## config.mk

```make
export PLATFORM = sky130hd
export DESIGN_NAME = button_pulse_array
export DESIGN_NICKNAME = d
export VERILOG_FILES = /design/src/rtl/button_pulse_array.sv
export SDC_FILE = /design/constraint.sdc
export NUM_CORES = 1
export LEC_CHECK = 0
export ABC_AREA = 1
export BUFFER_PORTS_ARGS = -buffer_cell sky130_fd_sc_hd__buf_2
export CORE_ASPECT_RATIO = 1.2
export CORE_UTILIZATION = 60
export DETAILED_ROUTE_END_ITERATION = 6
export PLACE_DENSITY = 0.8
export SLEW_MARGIN = 20
export SYNTH_ARGS = -nofsm -noshare
export SYNTH_HDL_FRONTEND = slang
export SYNTH_SLANG_ARGS = --single-unit
```

## constraint.sdc

```tcl
create_clock -name clk -period 2.18 [get_ports clk]
set_clock_uncertainty 0.2 [all_clocks]
set_input_delay 0.327 -clock clk [delete_from_list [all_inputs] [get_ports clk]]
set_output_delay 0.327 -clock clk [all_outputs]
set_load 0.01 [all_outputs]
```

## src/rtl/button_pulse_array.sv

```systemverilog
// Per-channel 2-FF sync, debounce and edge/auto-repeat pulse generator for raw board inputs.
// Latency: capture at edge k -> level at k+DB_CYCLES+1, pulse at k+DB_CYCLES+2; no backpressure, masked pulses are dropped.
module button_pulse_array #(
  parameter int WIDTH         = 4,
  parameter int DB_CYCLES     = 16,
  parameter int EDGE_MODE     = 0,
  parameter int REPEAT_EN     = 0,
  parameter int REPEAT_DELAY  = 50,
  parameter int REPEAT_PERIOD = 10
) (
  input  logic             clk,
  input  logic             rst,
  input  logic [WIDTH-1:0] in_raw,
  input  logic             en,
  output logic [WIDTH-1:0] level,
  output logic [WIDTH-1:0] pulse,
  output logic             any_pulse
);

  localparam int DBW     = (DB_CYCLES > 1) ? $clog2(DB_CYCLES) : 1;
  localparam int RMAX    = (REPEAT_DELAY > REPEAT_PERIOD) ? REPEAT_DELAY : REPEAT_PERIOD;
  localparam int RW      = $clog2(RMAX + 1);
  localparam bit USE_REP = (REPEAT_EN != 0) && (EDGE_MODE == 0);

  typedef enum logic [1:0] {
    IDLE   = 2'd0,
    DELAY  = 2'd1,
    REPEAT = 2'd2
  } rep_state_t;

  if (EDGE_MODE < 0 || EDGE_MODE > 2) begin : g_bad_edge_mode
    $error("button_pulse_array: EDGE_MODE must be 0, 1 or 2");
  end

  for (genvar i = 0; i < WIDTH; i++) begin : g_ch
    logic           s1, s2, lvl, lvl_d, pls;
    logic [DBW-1:0] cnt;
    logic [RW-1:0]  rcnt;
    logic [RW-1:0]  rcnt_inc;
    rep_state_t     st;
    logic           rise, fall, edge_hit, db_accept, db_fall, rep_fire;

    assign rise      = lvl & ~lvl_d;
    assign fall      = ~lvl & lvl_d;
    assign db_accept = (s2 != lvl) && (cnt == DBW'(DB_CYCLES - 1));
    // Debouncer is about to drop the level this edge; repeat must not fire on it.
    assign db_fall   = db_accept & lvl;
    assign rcnt_inc  = rcnt + 1'b1;

    always_comb begin
      case (EDGE_MODE)
        1:       edge_hit = fall;
        2:       edge_hit = rise | fall;
        default: edge_hit = rise;
      endcase
    end

    always_comb begin
      rep_fire = 1'b0;
      if (USE_REP && lvl && !db_fall) begin
        case (st)
          DELAY:   rep_fire = (rcnt_inc == RW'(REPEAT_DELAY));
          REPEAT:  rep_fire = (rcnt_inc == RW'(REPEAT_PERIOD));
          default: rep_fire = 1'b0;
        endcase
      end
    end

    always_ff @(posedge clk or negedge rst) begin
      if (!rst) begin
        s1    <= 1'b0;
        s2    <= 1'b0;
        lvl   <= 1'b0;
        lvl_d <= 1'b0;
        cnt   <= '0;
        pls   <= 1'b0;
        st    <= IDLE;
        rcnt  <= '0;
      end else begin
        s1    <= in_raw[i];
        s2    <= s1;
        lvl_d <= lvl;

        if (s2 == lvl) begin
          cnt <= '0;
        end else if (db_accept) begin
          lvl <= s2;
          cnt <= '0;
        end else begin
          cnt <= cnt + 1'b1;
        end

        pls <= en & (edge_hit | rep_fire);

        // Repeat counters run regardless of en so the cadence survives masking.
        if (!USE_REP || !lvl || db_fall) begin
          st   <= IDLE;
          rcnt <= '0;
        end else begin
          case (st)
            IDLE: begin
              if (rise) begin
                st   <= DELAY;
                rcnt <= '0;
              end
            end
            DELAY: begin
              if (rep_fire) begin
                st   <= REPEAT;
                rcnt <= '0;
              end else begin
                rcnt <= rcnt_inc;
              end
            end
            REPEAT: begin
              if (rep_fire) rcnt <= '0;
              else          rcnt <= rcnt_inc;
            end
            default: begin
              st   <= IDLE;
              rcnt <= '0;
            end
          endcase
        end
      end
    end

    assign level[i] = lvl;
    assign pulse[i] = pls;
  end

  assign any_pulse = |pulse;

endmodule
```

After elaboration in Yosys (flattened, before gate mapping)
Index checks and enable logic that the tools add are counted.
{"block": "word_totals", "regBits": 36, "out_inout_bits": 9, "wordCells": 73}
{"block": "op_classes", "addsub": 4, "eq_ne": 12, "mux": 8, "bitwise_logic": 16, "n_reduce_logical": 9}
{"op": "2-to-1 mux 4 bit", "n": 8}
{"op": "adder 4 x 1 -> 4 bit, second input constant", "n": 4}
{"op": "== test 4 bit, second input constant", "n": 4}
{"op": "bitwise AND 1 bit", "n": 8}
{"op": "inverter 1 bit", "n": 8}
{"op": "AND reduction 2 bit", "n": 4}
{"op": "== test 1 bit", "n": 4}
{"op": "logical AND 1 bit", "n": 4}
{"op": "!= test 1 bit", "n": 4}
{"op": "OR reduction 4 bit", "n": 1}

Depth between registers and ports, before layout
{"block": "logic_depth", "word_depth": 4, "mapped_depth": 4, "ltp_nobuf": 4}

Worst setup path before layout
Ideal clock, no wire load.
{"block": "synth_timing", "path_type": "register to register", "start": "reg g_ch[2].cnt[0]", "end": "reg g_ch[2].cnt[3]", "t_arrival_ps": 896, "required_ps": 1908, "slack_ps": 1012, "path_stages_with_launch": 5, "path_buffers": 0, "synth_period_minus_slack_ps": 1168, "path_cell_list": "dfrtp_1 > ha_1 > nand3_1 > nand3_1 > nor2_1"}
{"block": "synth_between", "elab_chain_cells": 4}
{"element": "from (decl)", "line": "37", "text": "logic [DBW-1:0] cnt;"}
{"element": "from (signal assigned)", "line": "90", "text": "cnt <= cnt + 1'b1;"}
{"element": "parallel branches: the longest is 2 deep, another holds adder 4 x 1 -> 4 bit"}
{"element": "2-to-1 mux 4 bit *", "line": "86", "text": "end else if (db_accept) begin"}
{"element": "2-to-1 mux 4 bit *", "line": "84", "text": "if (s2 == lvl) begin"}
Mark *: on every way between the ends.
A chain may end at the register's enable or synchronous reset.

Worst setup path in the final report
{"block": "layout_timing", "start": "reg g_ch[3].pls", "end": "out any_pulse"}
{"block": "layout_between", "elab_chain_cells": 1}
{"element": "from (decl)", "line": "36", "text": "logic s1, s2, lvl, lvl_d, pls;"}
{"element": "from (signal assigned)", "line": "93", "text": "pls <= en & (edge_hit | rep_fire);"}
{"element": "OR reduction 4 bit", "line": "132", "text": "assign any_pulse = |pulse;"}
{"element": "to (decl)", "line": "17", "text": "output logic any_pulse"}
No other way between the ends.

==> flow_metrics.env <==
export IMPL_outcome="finished, final reports clean"
export IMPL_min_period_ps=1520
export IMPL_synth_seq_area_share_pct=64.2
export IMPL_p_sw_mw=0.255
export IMPL_fill_cells=181
export IMPL_first_pass_iters=4
export IMPL_ys_flop_type="dfrtp_1"
export IMPL_endpoint_kind="output port"
export IMPL_viasPerCell=4.77
export IMPL_leakage_nw=0.823
export IMPL_tns_ps=0
export IMPL_fmax_mhz=659
export IMPL_final_util_pct=72.6
export IMPL_period_share_pct=69.6
export IMPL_die_h_um=55.0
export IMPL_r2r_setup_slack_ps=910
export IMPL_cts_root_buffer="clkbuf_4"
export IMPL_power_frac_seq_pct=65.1
export IMPL_synth_top_area_share_pct=64.2
export IMPL_setup_violations=0
export IMPL_synth_cells=136
export IMPL_wl_um=1970
export IMPL_antenna_found_initial=0
export IMPL_yosysMostFrequentCell="dfrtp_1"
export IMPL_dp_slack_ps=909
export IMPL_gp_congestion=0.808
export IMPL_p_clk_share_pct=28.6
export IMPL_cts_buffer_depth=2
export IMPL_max_slew_worst_pin_slew_ps=770
export IMPL_synth_area_um2=1400
export IMPL_port_buffers=15
export IMPL_cts_max_level=2
export IMPL_cts_tree="yes"
export IMPL_track_usage_pct=19.1
export IMPL_drive_above_1_share_pct=14.8
export IMPL_setup_ws_ps=663
export IMPL_num_antenna_cells=0
export IMPL_switching_share_pct=23.2
export IMPL_remaining_drc_errors=0
export IMPL_cp_arrival_ps=990
export IMPL_fp_dieW_um=46.2
export IMPL_crit_fanout=2
export IMPL_cts_clk_slew_worst_paths_ps=100
export IMPL_ys_types=13
export IMPL_synth_top_area_cell="dfrtp_1"
export IMPL_grt_pass1_wl_um=3160
export IMPL_power_frac_comb_pct=6.4
export IMPL_maxCapViolations=0
export IMPL_vias=883
export IMPL_start_kind="flip-flop"
export IMPL_insertion_delay_ps=330
export IMPL_slew_headroom_pct=48.7
export IMPL_synthArstFlopShare_pct=100
export IMPL_netlist_top_cells_count="36 x dfrtp_1, 24 x nand2_1, 18 x nor2_1"
export IMPL_ys_warn_count=0
export IMPL_drt_initial_drc_count=19
export IMPL_slew_viol_final=0
export IMPL_antenna_left=0
export IMPL_postCtsSetupBuffers=0
export IMPL_synth_nets=147
export IMPL_initial_core_util_pct=65.6
export IMPL_placementRows=18
export IMPL_yosys_top_cells_area="dfrtp_1 64%, nand2_1 6.4%, nor2_1 4.8%"
export IMPL_ys_ff_latch=36
export IMPL_p_per_area_nw_per_um2=706
export IMPL_min_delay_path_class="primary input to flip-flop"
export IMPL_avgSynthCellArea_um2=10.3
export IMPL_syn_to_final_growth_pct=10.6
export IMPL_grt_setup_unrepaired="false"
export IMPL_required_ps=1650
export IMPL_ios=16
export IMPL_post_drt_wl_per_cell_um=10.7
export IMPL_finalPower_mw=1.10
export IMPL_dp_hpwl_um=1370
export IMPL_cts_sinks=36
export IMPL_die_area_um2=2540
export IMPL_grt_start_max_net_pins=37
export IMPL_worstSetupPathType="flip-flop to output port"
export IMPL_grt_pass1_vias=793
export IMPL_nets=166
export IMPL_synth_edf_count=0
export IMPL_core_um2=2140
export IMPL_numCtsBuffers=5
export IMPL_peakVddDrop_mv=0.616
export IMPL_hold_violations=0
export IMPL_overflow=0
export IMPL_hold_ws_ps=88.9
export IMPL_internal_power_mw=0.842
## sequential cells by signal, indices dropped and copies added, names as in the netlist
name,count
g_ch.lvl_d,4
g_ch.s1,4
g_ch.pls,4
g_ch.lvl,4
g_ch.s2,4
g_ch.cnt,16
## area by class of cell
class	count	area [um2]	share of cell area, %
Sequential cell	36	901	58.0
Timing Repair Buffer	20	125	8.06
Multi-Input combinational cell	75	379	24.4
Clock buffer	6	41.3	2.66
Tap cell	30	37.5	2.42
Inverter	17	63.8	4.11
Clock inverter	1	5.00	0.322
## metal layers
layer | vias up | part of all wire (%) | GRT usage [%]
li1 | 455 | - | -
met1 | 406 | 45 | 21.4
met3 | 5 | 4.3 | 9.74
met2 | 17 | 48 | 30.0
met4 | 0 | 1.9 | 8.82
met5 | - | 0 | 0
## placed cells by master, fill, tap and decap left out, drive strengths merged
master / synthesis / final
dfrtp: 36 / 36
nand2: 25 / 25
nor2: 18 / 18
inv: 17 / 17
buf: 8 / 15
nand3: 12 / 12
clkbuf: 0 / 6
dlygate4sd3: 0 / 5
xnor2: 4 / 4
nor3: 4 / 4
nand4: 4 / 4
o21ai: 4 / 4
ha: 4 / 4
clkinv: 0 / 1
## worst max-delay path, cell delays in order (launching register included)
cell and delay [ps]:
dfrtp_1 380, nor2_1 90, nand2_1 50, buf_2 130
## worst paths after layout
check | start | endpoint | depth (start not counted)
max in group asynchronous | rst | g_ch[0].cnt[1] | 2
max | g_ch[3].pls | any_pulse | 3
min in group asynchronous | rst | g_ch[1].cnt[0] | 2
min reg2reg | g_ch[3].s1 | g_ch[3].s2 | 0
max reg2reg | g_ch[3].cnt[0] | g_ch[3].cnt[3] | 4
min | en | g_ch[2].pls | 3
## power by group through the flow
| stage | sequential, mW | combinational (mW) | clock, mW |
|---|---|---|---|
| finish | 0.713 | 0.0701 | 0.313 |
| global route | 0.717 | 0.0832 | 0.350 |
| CTS | 0.713 | 0.0714 | 0.328 |
| detailed placement | 0.727 | 0.0638 | 0 |
| global placement | 0.724 | 0.0614 | 0 |
| floorplan | 0.722 | 0.0390 | 0 |
## stage by stage
step | cells | area, um2
finish | 185 | 1550
global route | 185 | 1550
CTS | 185 | 1550
detailed placement | 173 | 1460
global placement | 173 | 1460
floorplan | 136 | 1400
## cell families (layout without fill, tap and decap cells)
| logic type | Yosys count | in the layout | synth area share (%) |
|---|---|---|---|
| and+or+nand+nor | 63 | 63 | 19.5 |
| DFF | 36 | 36 | 64.2 |
| buffers and inverters | 25 | 44 | 8.82 |
| adders and majority gates | 4 | 4 | 3.57 |
| AOI/OAI and AO/OA | 4 | 4 | 1.43 |
| xor gates and xnor gates | 4 | 4 | 2.50 |
## timing repair
item	4_1_cts	5_1_grt
resized for setup	0	0
hold buffers	5	0
setup endpoints to repair	0	0
endpoints found under the hold margin	40	0
Power figures use the tool's default switching activity.
